## src/rtl/memory_arbiter.sv

```systemverilog
`default_nettype none
// ============================================================================
//  Module      : memory_arbiter
//  Description : Two-port (instruction / data) arbiter onto one shared memory
//                port. Ties alternate, every transaction is bounded by a
//                timeout, and all outputs are registered.
//  Revision    : 1.0 - initial release
// ============================================================================
module memory_arbiter #(
    parameter int DATA_WIDTH = 32,
    parameter int ADDR_WIDTH = 32,
    parameter int TIMEOUT    = 256
) (
    input  logic                      clk,
    input  logic                      reset_n,
    // instruction port (read only)
    input  logic                      i_req,
    input  logic [ADDR_WIDTH-1:0]     i_addr,
    output logic [DATA_WIDTH-1:0]     i_rdata,
    output logic                      i_ack,
    output logic                      i_err,
    // data port
    input  logic                      d_req,
    input  logic                      d_we,
    input  logic [ADDR_WIDTH-1:0]     d_addr,
    input  logic [DATA_WIDTH-1:0]     d_wdata,
    input  logic [DATA_WIDTH/8-1:0]   d_wstrb,
    output logic [DATA_WIDTH-1:0]     d_rdata,
    output logic                      d_ack,
    output logic                      d_err,
    // shared memory port
    output logic                      m_req,
    output logic                      m_we,
    output logic [ADDR_WIDTH-1:0]     m_addr,
    output logic [DATA_WIDTH-1:0]     m_wdata,
    output logic [DATA_WIDTH/8-1:0]   m_wstrb,
    input  logic [DATA_WIDTH-1:0]     m_rdata,
    input  logic                      m_ack,
    // debug
    output logic [1:0]                grant
);

    localparam int          STRB_WIDTH = DATA_WIDTH / 8;
    // Counter value at which an unanswered transaction is given up.
    localparam logic [15:0] CNT_LAST   = 16'(TIMEOUT - 1);

    typedef enum logic [1:0] {
        IDLE   = 2'd0,
        BUSY_I = 2'd1,
        BUSY_D = 2'd2
    } state_t;

    state_t                  state, state_next;
    logic [15:0]             cnt, cnt_next;
    logic                    last_was_d, last_was_d_next;   // 1: data port won last
    logic                    pick_i, pick_d;
    logic                    done, timed_out;

    logic                    m_req_next, m_we_next;
    logic [ADDR_WIDTH-1:0]   m_addr_next;
    logic [DATA_WIDTH-1:0]   m_wdata_next;
    logic [STRB_WIDTH-1:0]   m_wstrb_next;
    logic [DATA_WIDTH-1:0]   i_rdata_next, d_rdata_next, cpl_rdata;
    logic                    i_ack_next, i_err_next, d_ack_next, d_err_next;
    logic [1:0]              grant_next;

    // Next-state and next-output computation; acks/errors/rdata default to
    // zero so completions are single-cycle pulses.
    always_comb begin
        state_next      = state;
        cnt_next        = cnt;
        last_was_d_next = last_was_d;
        m_req_next      = m_req;
        m_we_next       = m_we;
        m_addr_next     = m_addr;
        m_wdata_next    = m_wdata;
        m_wstrb_next    = m_wstrb;
        grant_next      = grant;
        i_rdata_next    = '0;
        d_rdata_next    = '0;
        i_ack_next      = 1'b0;
        i_err_next      = 1'b0;
        d_ack_next      = 1'b0;
        d_err_next      = 1'b0;
        pick_i          = 1'b0;
        pick_d          = 1'b0;
        done            = 1'b0;
        timed_out       = 1'b0;
        cpl_rdata       = '0;

        case (state)
            IDLE: begin
                // The cycle carrying an ack is a mandatory idle cycle: no grant
                // is made while a completion is still being presented.
                if (!i_ack && !d_ack) begin
                    pick_i = i_req && (!d_req || last_was_d);
                    pick_d = d_req && !pick_i;
                end
                if (pick_i) begin
                    state_next   = BUSY_I;
                    cnt_next     = '0;
                    m_req_next   = 1'b1;
                    m_we_next    = 1'b0;
                    m_addr_next  = i_addr;
                    m_wdata_next = '0;
                    m_wstrb_next = '0;
                    grant_next   = 2'b01;
                end else if (pick_d) begin
                    state_next   = BUSY_D;
                    cnt_next     = '0;
                    m_req_next   = 1'b1;
                    m_we_next    = d_we;
                    m_addr_next  = d_addr;
                    m_wdata_next = d_wdata;
                    m_wstrb_next = d_wstrb;
                    grant_next   = 2'b10;
                end
            end

            BUSY_I, BUSY_D: begin
                cnt_next = cnt + 16'd1;
                // A memory ack on the timeout cycle still counts as success.
                if (m_ack) begin
                    done      = 1'b1;
                    cpl_rdata = m_we ? '0 : m_rdata;
                end else if (cnt == CNT_LAST) begin
                    done      = 1'b1;
                    timed_out = 1'b1;
                end
                if (done) begin
                    state_next      = IDLE;
                    m_req_next      = 1'b0;
                    grant_next      = 2'b00;
                    last_was_d_next = (state == BUSY_D);
                    if (state == BUSY_I) begin
                        i_ack_next   = 1'b1;
                        i_err_next   = timed_out;
                        i_rdata_next = cpl_rdata;
                    end else begin
                        d_ack_next   = 1'b1;
                        d_err_next   = timed_out;
                        d_rdata_next = cpl_rdata;
                    end
                end
            end

            default: begin
                state_next = IDLE;
                m_req_next = 1'b0;
                grant_next = 2'b00;
            end
        endcase
    end

    // State and registered outputs; reset abandons any open transaction.
    always_ff @(posedge clk or negedge reset_n) begin
        if (!reset_n) begin
            state      <= IDLE;
            cnt        <= '0;
            last_was_d <= 1'b1;   // instruction port wins the first tie
            m_req      <= 1'b0;
            m_we       <= 1'b0;
            m_addr     <= '0;
            m_wdata    <= '0;
            m_wstrb    <= '0;
            grant      <= 2'b00;
            i_rdata    <= '0;
            i_ack      <= 1'b0;
            i_err      <= 1'b0;
            d_rdata    <= '0;
            d_ack      <= 1'b0;
            d_err      <= 1'b0;
        end else begin
            state      <= state_next;
            cnt        <= cnt_next;
            last_was_d <= last_was_d_next;
            m_req      <= m_req_next;
            m_we       <= m_we_next;
            m_addr     <= m_addr_next;
            m_wdata    <= m_wdata_next;
            m_wstrb    <= m_wstrb_next;
            grant      <= grant_next;
            i_rdata    <= i_rdata_next;
            i_ack      <= i_ack_next;
            i_err      <= i_err_next;
            d_rdata    <= d_rdata_next;
            d_ack      <= d_ack_next;
            d_err      <= d_err_next;
        end
    end

endmodule
`default_nettype wire

```

## config.mk

```make
export PLATFORM = sky130hd
export DESIGN_NAME = memory_arbiter
export DESIGN_NICKNAME = d
export VERILOG_FILES = /design/src/rtl/memory_arbiter.sv
export SDC_FILE = /design/constraint.sdc
export NUM_CORES = 1
export LEC_CHECK = 0
export BUFFER_PORTS_ARGS = -buffer_cell sky130_fd_sc_hd__buf_2
export CORE_ASPECT_RATIO = 0.9
export CORE_MARGIN = 10
export CORE_UTILIZATION = 48
export CTS_BUF_LIST = sky130_fd_sc_hd__clkbuf_4
export CTS_CLUSTER_DIAMETER = 50
export CTS_CLUSTER_SIZE = 40
export DETAILED_ROUTE_END_ITERATION = 10
export PLACE_DENSITY_LB_ADDON = 0.2
export SLEW_MARGIN = 0
export SYNTH_ARGS = -nofsm -noshare
export SYNTH_HDL_FRONTEND = slang
export SYNTH_SLANG_ARGS = --single-unit
```

## constraint.sdc

```tcl
create_clock -name clk -period 2.4 [get_ports clk]
set_input_delay 0.24 -clock clk [delete_from_list [all_inputs] [get_ports clk]]
set_output_delay 0.24 -clock clk [all_outputs]
set_load 0.005 [all_outputs]
```

; After elaboration in Yosys (flattened, before gate mapping)
; Cells that the tools add are included.
[totals]
ff_bits = 157
inputBits = 138
output_inout_bits = 140
word_cells = 83
[op_classes]
add_sub_neg = 1
eq_ne = 5
mux = 47
reduce_logical = 16
[op_table]
columns = operator, n
row1 = $mux 32, 12
row2 = $mux 16, 2
row3 = $pmux 16 s2, 1
row4 = $mux 1, 25
row5 = $add 16x1->16 const B, 1
row6 = $eq 16x8->1 const B, 1
row7 = $mux 4, 2
row8 = $reduce_and 2->1, 4
row9 = $mux 2, 3
row10 = $logic_not 1->1, 4
row11 = $pmux 2 s2, 1
row12 = $reduce_bool 2->1, 2
row13 = $logic_and 1x1->1, 3
row14 = $ne 3x3->1 const B, 1
row15 = $eq 2x1->1 const B, 1
row16 = $eq 2x2->1 const B, 1
row17 = $logic_not 2->1, 1
row18 = $ne 2x2->1 const B, 1
row19 = $pmux 1 s2, 1
row20 = $reduce_or 2->1, 1
row21 = $logic_or 1x1->1, 1

; Depth between registers and ports, before layout
; Gate-level depths: netlist of run 1.
[depth]
word_depth = 10
depth_mapped = 9
mapped_depth_nobuf = 6

; Least setup slack after synthesis of run 1
; No wires, ideal clock.
[synth_timing]
kind = reg-to-reg
startpoint = register state[1]
endpoint = register cnt[11]
setup_time_ns = 0.078
arrival_time_ns = 1.962
required_time_ns = 2.322
slack_ns = 0.360
stages_incl_launch_ff = 9
synth_period_minus_slack_ns = 2.040
cell_sequence = dfrtp_1 inv_1 ha_1 clkbuf_1 nand2b_1 o31a_1 buf_6 or3_2 a21oi_1
[synth_between]
elab_chain_len = 4
[synth_rtl]
columns = element, line
row1 = "start, declared", 53  ; state_t state, state_next;
row2 = "start signal, assigned", 174  ; state <= state_next;
row3 = $eq 2x2->1 / $eq 2x1->1 (equally long branches), 91  ; case (state)
row4 = $reduce_or 2->1, 91
row5 = $reduce_bool 2->1 (no source line), n/a
row6 = $reduce_and 2->1 (no source line), n/a
row7 = "end signal, assigned", 175  ; cnt <= cnt_next;
row8 = "end, declared", 54  ; logic [15:0] cnt, cnt_next;
; Parallel ways exist; a longest one is shown, timed or not.
; A chain may end at the register's enable or synchronous reset.

; Worst setup path in the final report of run 1
[layout_timing]
startpoint = register last_was_d
endpoint = register m_addr[18]
[layout_between]
elab_chain_len = 8
[layout_rtl]
columns = element, line
row1 = "start, declared", 55  ; logic last_was_d, last_was_d_next;
row2 = "start signal, assigned", 176  ; last_was_d <= last_was_d_next;
row3 = $logic_or 1x1->1 *, 96  ; pick_i = i_req && (!d_req || last_was_d);
row4 = $logic_and 1x1->1 *, 96
row5 = $logic_not 1->1, 97  ; pick_d = d_req && !pick_i;
row6 = $logic_and 1x1->1, 97
row7 = $mux 1, 95  ; if (!i_ack && !d_ack) begin
row8 = $mux 1, 91
row9 = $reduce_bool 2->1 (no source line), n/a
row10 = $reduce_and 2->1 (no source line), n/a
row11 = "end signal, assigned", 179  ; m_addr <= m_addr_next;
row12 = "end, declared", 34  ; output logic [ADDR_WIDTH-1:0] m_addr,
; Mark *: on every way between the ends. The rest lies on a longest branch, timed or not. The select of a mux whose other input is x is not followed.

==> results list, run 1 <==
- Number of port buffers: 277
- Final setup skew: 0.0225 ns
- Number of distinct library cells after synthesis: 41
- Vias in the first global route: 6197
- Placeable core region: 12200 sq um
- IR Drop Worst-Case VDD: 0.654 mV
* Share of the yosys chip area belonging to registers: 64.6%
- CTS saw 157 sinks.
* Starting density of the core: 49.8%
- The area growth from synthesis to layout is 55.2%.
- Of the cells placed in the final design, the portion with a size suffix greater than 1 is 36.0%.
- Crit end category: register
- Final Hold Slack: 0.113 ns
- Hold path depth: 3
- Type of the tightest min-delay check: input pin to register
- For this design the top-level I/O count stands at 278.
- After the first detailed-routing iteration, the DRC count stood at 478.
* Clock transition at the register clock pins on the worst setup and hold paths after CTS: 0.12 ns
* Total power per unit cell area: 958 nW/um^2
- The final count of pins violating max slew is 0.
- In the routed design, unresolved DRC markers number 0.
- The cell count after synthesis came out at 498.
* Placer Congestion: 0.839
* Pin count of the biggest net entering global routing: 58
- H-tree depth: 4
- Yosys printed 0 warnings.
* Vertical extent of the die: 127 um
- WP data required: 2.85 ns
* Setup repair bufs after CTS: 0
- Counting cells, the worst reg-to-reg path comes to 6.
* Final HPWL DP: 14200 um
* Remaining Overflow, GRT: 0
- After detailed routing, the total wire length is 21600 um.
- The flow ran to the end, and the final reports show no timing, DRC or antenna violations.
- After synthesis, the mean cell area works out to 12.2 sq um.
- Global-route total usage across every layer: 24.3%
- Counting every net in the synthesized netlist gives 640.
* Biggest area consumer among synthesized cells: dfrtp_1
- Antenna violations before repair: 2
- The root buffer cell chosen for the clock tree is clkbuf_4.
- Die Width: 139 um
- Endpoints failing setup: 0
* Worst setup path category: register to register
- Final Hold Fails: 0
* Shortest period the worst path allows: 2.24 ns
- After routing, the total negative slack on setup checks comes to 0 ns.
- No sink is reached through more buffers than the 2 on the longest clock path.
- Via-per-instance ratio: 5.18
* Maximum fanout along the worst path: 32
* Leakage component of the power: 4.92 nW
- The floorplan step defined a die boundary enclosing 17600 sq um.
* Number of buffers added by the clock tree synthesis step: 17
- Max-cap violations in this run came to 0.
- Data arrives at the worst endpoint at 2.69 ns.
- The worst path uses 93.3% of the clock period.
- Layout Nets: 1055
- In this run, synthesis produced a sequential element count of 157.
- Insertion delay to the later sink of the worst-skew pair: 0.58 ns
- Detailed routing inserted a total of 5633 vias.
* TritonCTS clock tree: built
- Num rows: 38
- Max_slew headroom: 52.1%
- The first global-routing pass estimated 33900 um of wire.
- Timing would allow up to 0.447 GHz.
- RSZ-0062 raised after global routing: no
* Top-area cell type share of the netlist area: 64.1%
* Detail-routed net length per standard cell: 19.9 um
- For the pin with the worst max-slew slack, the measured transition is 0.718 ns.
- The first TritonRoute pass finished after 4 iterations.
* Number of routed nets with antenna violations: 0
* Startpoint kind of the worst setup timing path: register
- Cell area after synthesis: 6090 sq um
- Ranked by total cell area, the synthesized netlist is headed by dfrtp_1 64%, and2_1 6.6%, a22o_1 5.3%.
## metal layers
layer | GRT usage [%] | part of all wire, % | wire, um
met1 | 25.9 | 37 | 7990
met2 | 42.0 | 51 | 11100
met3 | 11.1 | 9.3 | 2010
met4 | 8.95 | 2.3 | 493
met5 | 0 | 0 | 0
## placed cells by master (no fill, tap or decap), drive strengths merged, types with 6 or more instances in the layout
cell type and instances:
bufinv 6, or4 10, o21ai 41, clkbuf 17, nand3 11, nor2 8
o31ai 11, a22o 37, and2 64, clkinv 8, buf 290, mux2i 32
dfrtp 156, dlygate4sd3 135, a21oi 12, nand2 44
## power by group
part | total, mW | internal [mW] | switching (mW)
sequential | 3.77 | 3.37 | 0.397
clock | 1.93 | 1.02 | 0.912
combinational | 3.35 | 1.57 | 1.79
## what timing repair did
item                                    4_1_cts  5_1_grt
hold endpoints to repair                    191        0
endpoints found under the setup margin        0        3
gates resized for setup                       0        1
hold buffers                                135        0
## sequential cells by signal (all words and copies together) (netlist names)
register    count
cnt            16
d_ack           1
d_err           1
d_rdata        32
i_ack           1
i_err           1
i_rdata        32
last_was_d      1
m_addr         32
m_req           1
m_wdata        32
m_we            1
m_wstrb         4
state           2
## metrics by stage
step | utilization (%) | power, mW | cells | area, sq um | worst slack, ns
final | 77.3 | 9.05 | 1088 | 9440 | 0.161
after global routing | 77.3 | 9.63 | 1088 | 9440 | 0.0874
after CTS | 77.2 | 9.03 | 1086 | 9440 | 0.152
after detailed placement | 63.3 | 6.83 | 919 | 7730 | 0.263
after global placement | 63.3 | 6.68 | 919 | 7730 | 0.347
after floorplan | - | 5.29 | 498 | 6090 | 0.360
## cell type report
| cell class | count | area, sq um |
|---|---|---|
| inverters | 5 | 18.8 |
| clock buffers | 17 | 128 |
| repair buffers | 425 | 2890 |
| multi-input cells | 307 | 2050 |
| well taps | 160 | 200 |
| flip-flops and latches | 157 | 3930 |
| diodes | 2 | 5.00 |
| clock inverters | 15 | 225 |
| fillers | 734 | 2780 |
## final timing paths
kind	startpoint	end	slack, ns
max reg2reg	last_was_d	m_addr[18]	0.16
min in group asynchronous	reset_n	m_wdata[29]	0.19
min reg2reg	m_addr[8]	m_addr[8]	0.49
max in group asynchronous	reset_n	d_rdata[10]	1.48
max	last_was_d	m_addr[18]	0.16
min	i_req	m_wdata[29]	0.11
## synthesized netlist by cell type, drive strengths merged
cell / n
a2111oi: 1
a21o: 1
a21oi: 12
a22o: 37
a32o: 1
a41oi: 1
and2: 64
and3: 3
and4: 2
buf: 9
clkbuf: 20
dfrtp: 156
dfstp: 1
ha: 4
inv: 5
mux2: 1
mux2i: 32
nand2: 44
nand2b: 4
nand3: 11
nand4: 4
nor2: 8
nor2b: 1
nor3: 2
nor3b: 2
nor4: 2
o21ai: 41
o22a: 1
o31a: 1
o31ai: 11
or2: 3
or3: 3
or4: 10
## worst max-delay path, stage by stage (launching register included)
cell           delay (ns)
dfstp_2              0.54
nand2b_1             0.13
and3_2               0.24
buf_12               0.24
mux2i_1              0.27
dlygate4sd3_1        0.58
o21ai_0              0.10
## cell families after synthesis
group           after synthesis  share of synthesized area [%]
flops                       157                           64.6
simple gates                163                           14.9
buf+inv                      34                           2.34
compound gates              107                           11.9
mux                          33                           5.45
fa+ha+maj                     4                          0.822
(Power assumes the default switching activity.)
==> run 2: changes to the inputs <==
Settings changed: CORE_UTILIZATION 48 to 47, CTS_BUF_LIST sky130_fd_sc_hd__clkbuf_4 to not set.
==> run 2 against run 1 <==
Compared with the run above:
- combinational power fell by 11%
- total power rose by 5.0%
- critical path depth did not move
- flip-flop and latch count did not move
- critical path type unchanged
- critical endpoint is now cnt[8]
- largest power group unchanged
==> results list, run 2 (synthesis results as in run 1) <==
- The worst setup path is captured at a register.
- Cell at the slowest stage of the critical path: or4_2
* IR Drop Worst-Case VDD: 0.726 mV (+11%)
- The via density per instance is 5.16 (-0.34%).
- The maximum achievable frequency is 0.461 GHz (+3.3%).
* I/O pins: 278 (unchanged)
- Layout Nets: 921 (-13%)
- The final cycle utilization of the critical path came to 90.3% (-2.9 points).
- The transition at the pin with the smallest max-transition slack is 0.546 ns (-0.172 ns).
* Most used cells in the layout excluding fill and tap cells: 276 x buf_2, 156 x dfrtp_1, 64 x and2_1, 44 x nand2_1, 41 x o21ai_0
* Num rows: 39 (+2.6%)
- The signal on the critical path passes through inv_1 -> ha_1 -> inv_1 -> o31a_2 -> or4_2 -> a21oi_1.
- Compared with the post-synthesis result, the final layout area differs by 37.3%.
- The fraction of final layout cells with drive strength greater than 1 was 42.7% (+6.7 points).
- The core region area was 12700 sq um (+3.8%).
- TritonCTS built the clock tree.
- Cell seen most often among critical-path stages: inv_1
- Broken down by cell family, the worst path's largest delay share belongs to compound AO/OA/AOI/OAI gates.
- Detail-routed net length per standard cell: 19.2 um (-3.4%)
* Max Cap Violations: 0 (unchanged)
* Number of buffers added by the clock tree synthesis step: 17 (unchanged)
* Count of TritonRoute iterations in the first routing pass: 4 (unchanged)
- Insertion delay to the later sink of the worst-skew pair: 0.42 ns (-0.16 ns)
- The number of vias in the routed layout came to 4933 (-12%).
- The highest cell delay on the worst timing path was 0.59 ns (about the same).
- Global-route total usage across every layer: 20.0% (-4.4 points)
* Clk root buf: clkbuf_16
- Final Hold Fails: 0 (unchanged)
* Buffer depth of the longest clock path: 2 (unchanged)
- Final setup skew: 0.00761 ns (-0.0149 ns)
- The number of filler cells placed in the layout is 996 (+36%).
- In this run the worst hold path is classified as input pin to register.
- Number of antenna cells inserted: 0 (-2)
- The number of routed nets with antenna violations was 0 (unchanged).
* WP data required: 2.73 ns (-0.12 ns)
- The die area was 17900 sq um (+1.8%).
* Worst setup path category: register to register
- Placer Congestion: 0.839 (about the same)
* Maximum fanout along the worst path: 28 (-13%)
* Total negative slack: 0 ns (unchanged)
* Initial drt markers: 246 (-49%)
- The final HPWL from detailed placement came to 14100 um (-0.95%).
- Detailed Route WL: 18300 um (-15%)
- The global-route congestion overflow total came to 0 (unchanged).
* Vertical extent of the die: 128 um (+0.89%)
- H-tree depth: 4 (unchanged)
* Total power per unit cell area: 1140 nW/um^2 (+19%)
* Vias in the first global route: 5256 (-15%)
- Worst EP arrival: 2.50 ns (-0.19 ns)
- Run status: completed
- Register Area: 3930 sq um (unchanged)
- CTS sink cnt: 157 (unchanged)
* Number of port buffers: 277 (unchanged)
- Pin count of the biggest net entering global routing: 72 (+24%)
- The leakage power total came to 4.47 nW (-9.2%).
- Global-route wire length before repair: 28500 um (-16%)
- The minimum period implied by the final worst setup slack was 2.17 ns (-0.0707 ns).
- The library cell used most frequently in the layout, excluding fill and tap cells, is buf_2.
- The clock slew seen by the registers of the worst setup and hold paths is 0.06 ns (-0.06 ns).
* Starting density of the core: 48.0% (-1.8 points)
- RSZ-0062 raised after global routing: no
- DRC violation count after routing: 0 (unchanged)
- Die Width: 140 um (+0.90%)
- STA classifies the critical path startpoint as a register.
- Endpoints failing setup: 0 (unchanged)
* Critical path buffers and inverters: 2 (unchanged)
- Antenna violations before repair: 1 (-1)
- Design Power: 9.50 mW (+5.0%)
- The final count of pins violating max slew is 0 (unchanged).
- Multi-input gate area in the final layout: 2040 sq um (about the same)
- The headroom to the max-slew limit is 63.3% (+11 points).
[run 2: worst paths after layout]
check / cells after the start / startpoint / to / slack [ns]
min reg2reg: 2 / m_addr[20] / m_addr[20] / 0.48
min: 2 / m_rdata[26] / d_rdata[26] / 0.03
max: 6 / state[1] / cnt[8] / 0.23
max in group asynchronous: 3 / reset_n / m_wdata[9] / 1.33
max reg2reg: 6 / state[1] / cnt[8] / 0.23
min in group asynchronous: 2 / reset_n / d_rdata[12] / 0.33
[run 2: repair_timing]
action / CTS / global route
resized for setup: 0 / 1
setup buffers: 0 / 0
setup endpoints to repair: 0 / 1
endpoints found under the hold margin: 44 / 0
hold buffers: 1 / 0
[run 2: final cells by class]
type | count | area share (%)
Inverter | 5 | 0.225
Clock buffer | 18 | 5.25
Clock inverter | 14 | 2.19
Tap cell | 164 | 2.46
Timing Repair Buffer | 291 | 18.4
Multi-Input combinational cell | 307 | 24.5
Sequential cell | 157 | 47.0
[run 2: routing by layer]
metal / GRT usage (%) / vias to the layer above / share of wire, %
met5: 0 / - / 0.071
met4: 5.83 / 2 / 1.4
met3: 10.4 / 21 / 11
met2: 34.0 / 209 / 51
met1: 21.2 / 2391 / 37
li1: - / 2310 / -
[run 2: per-stage QoR]
stage	hold slack (ns)	setup WS, ns	instances	instance area [sq um]	utilization (%)
6_report	0.0337	0.232	956	8360	65.9
4_1_cts	0.0150	0.160	956	8360	65.9
2_1_floorplan	-0.0556	0.360	498	6090	-
3_3_place_gp	0.194	0.288	923	7720	60.9
3_5_place_dp	0.197	0.174	923	7720	60.9
5_1_grt	0.0177	0.119	956	8360	65.9
[run 2: report_power, final]
group | internal, mW | switching [mW]
registers | 3.38 | 0.362
clock network | 1.68 | 1.10
logic | 1.32 | 1.65
total | 6.38 | 3.12
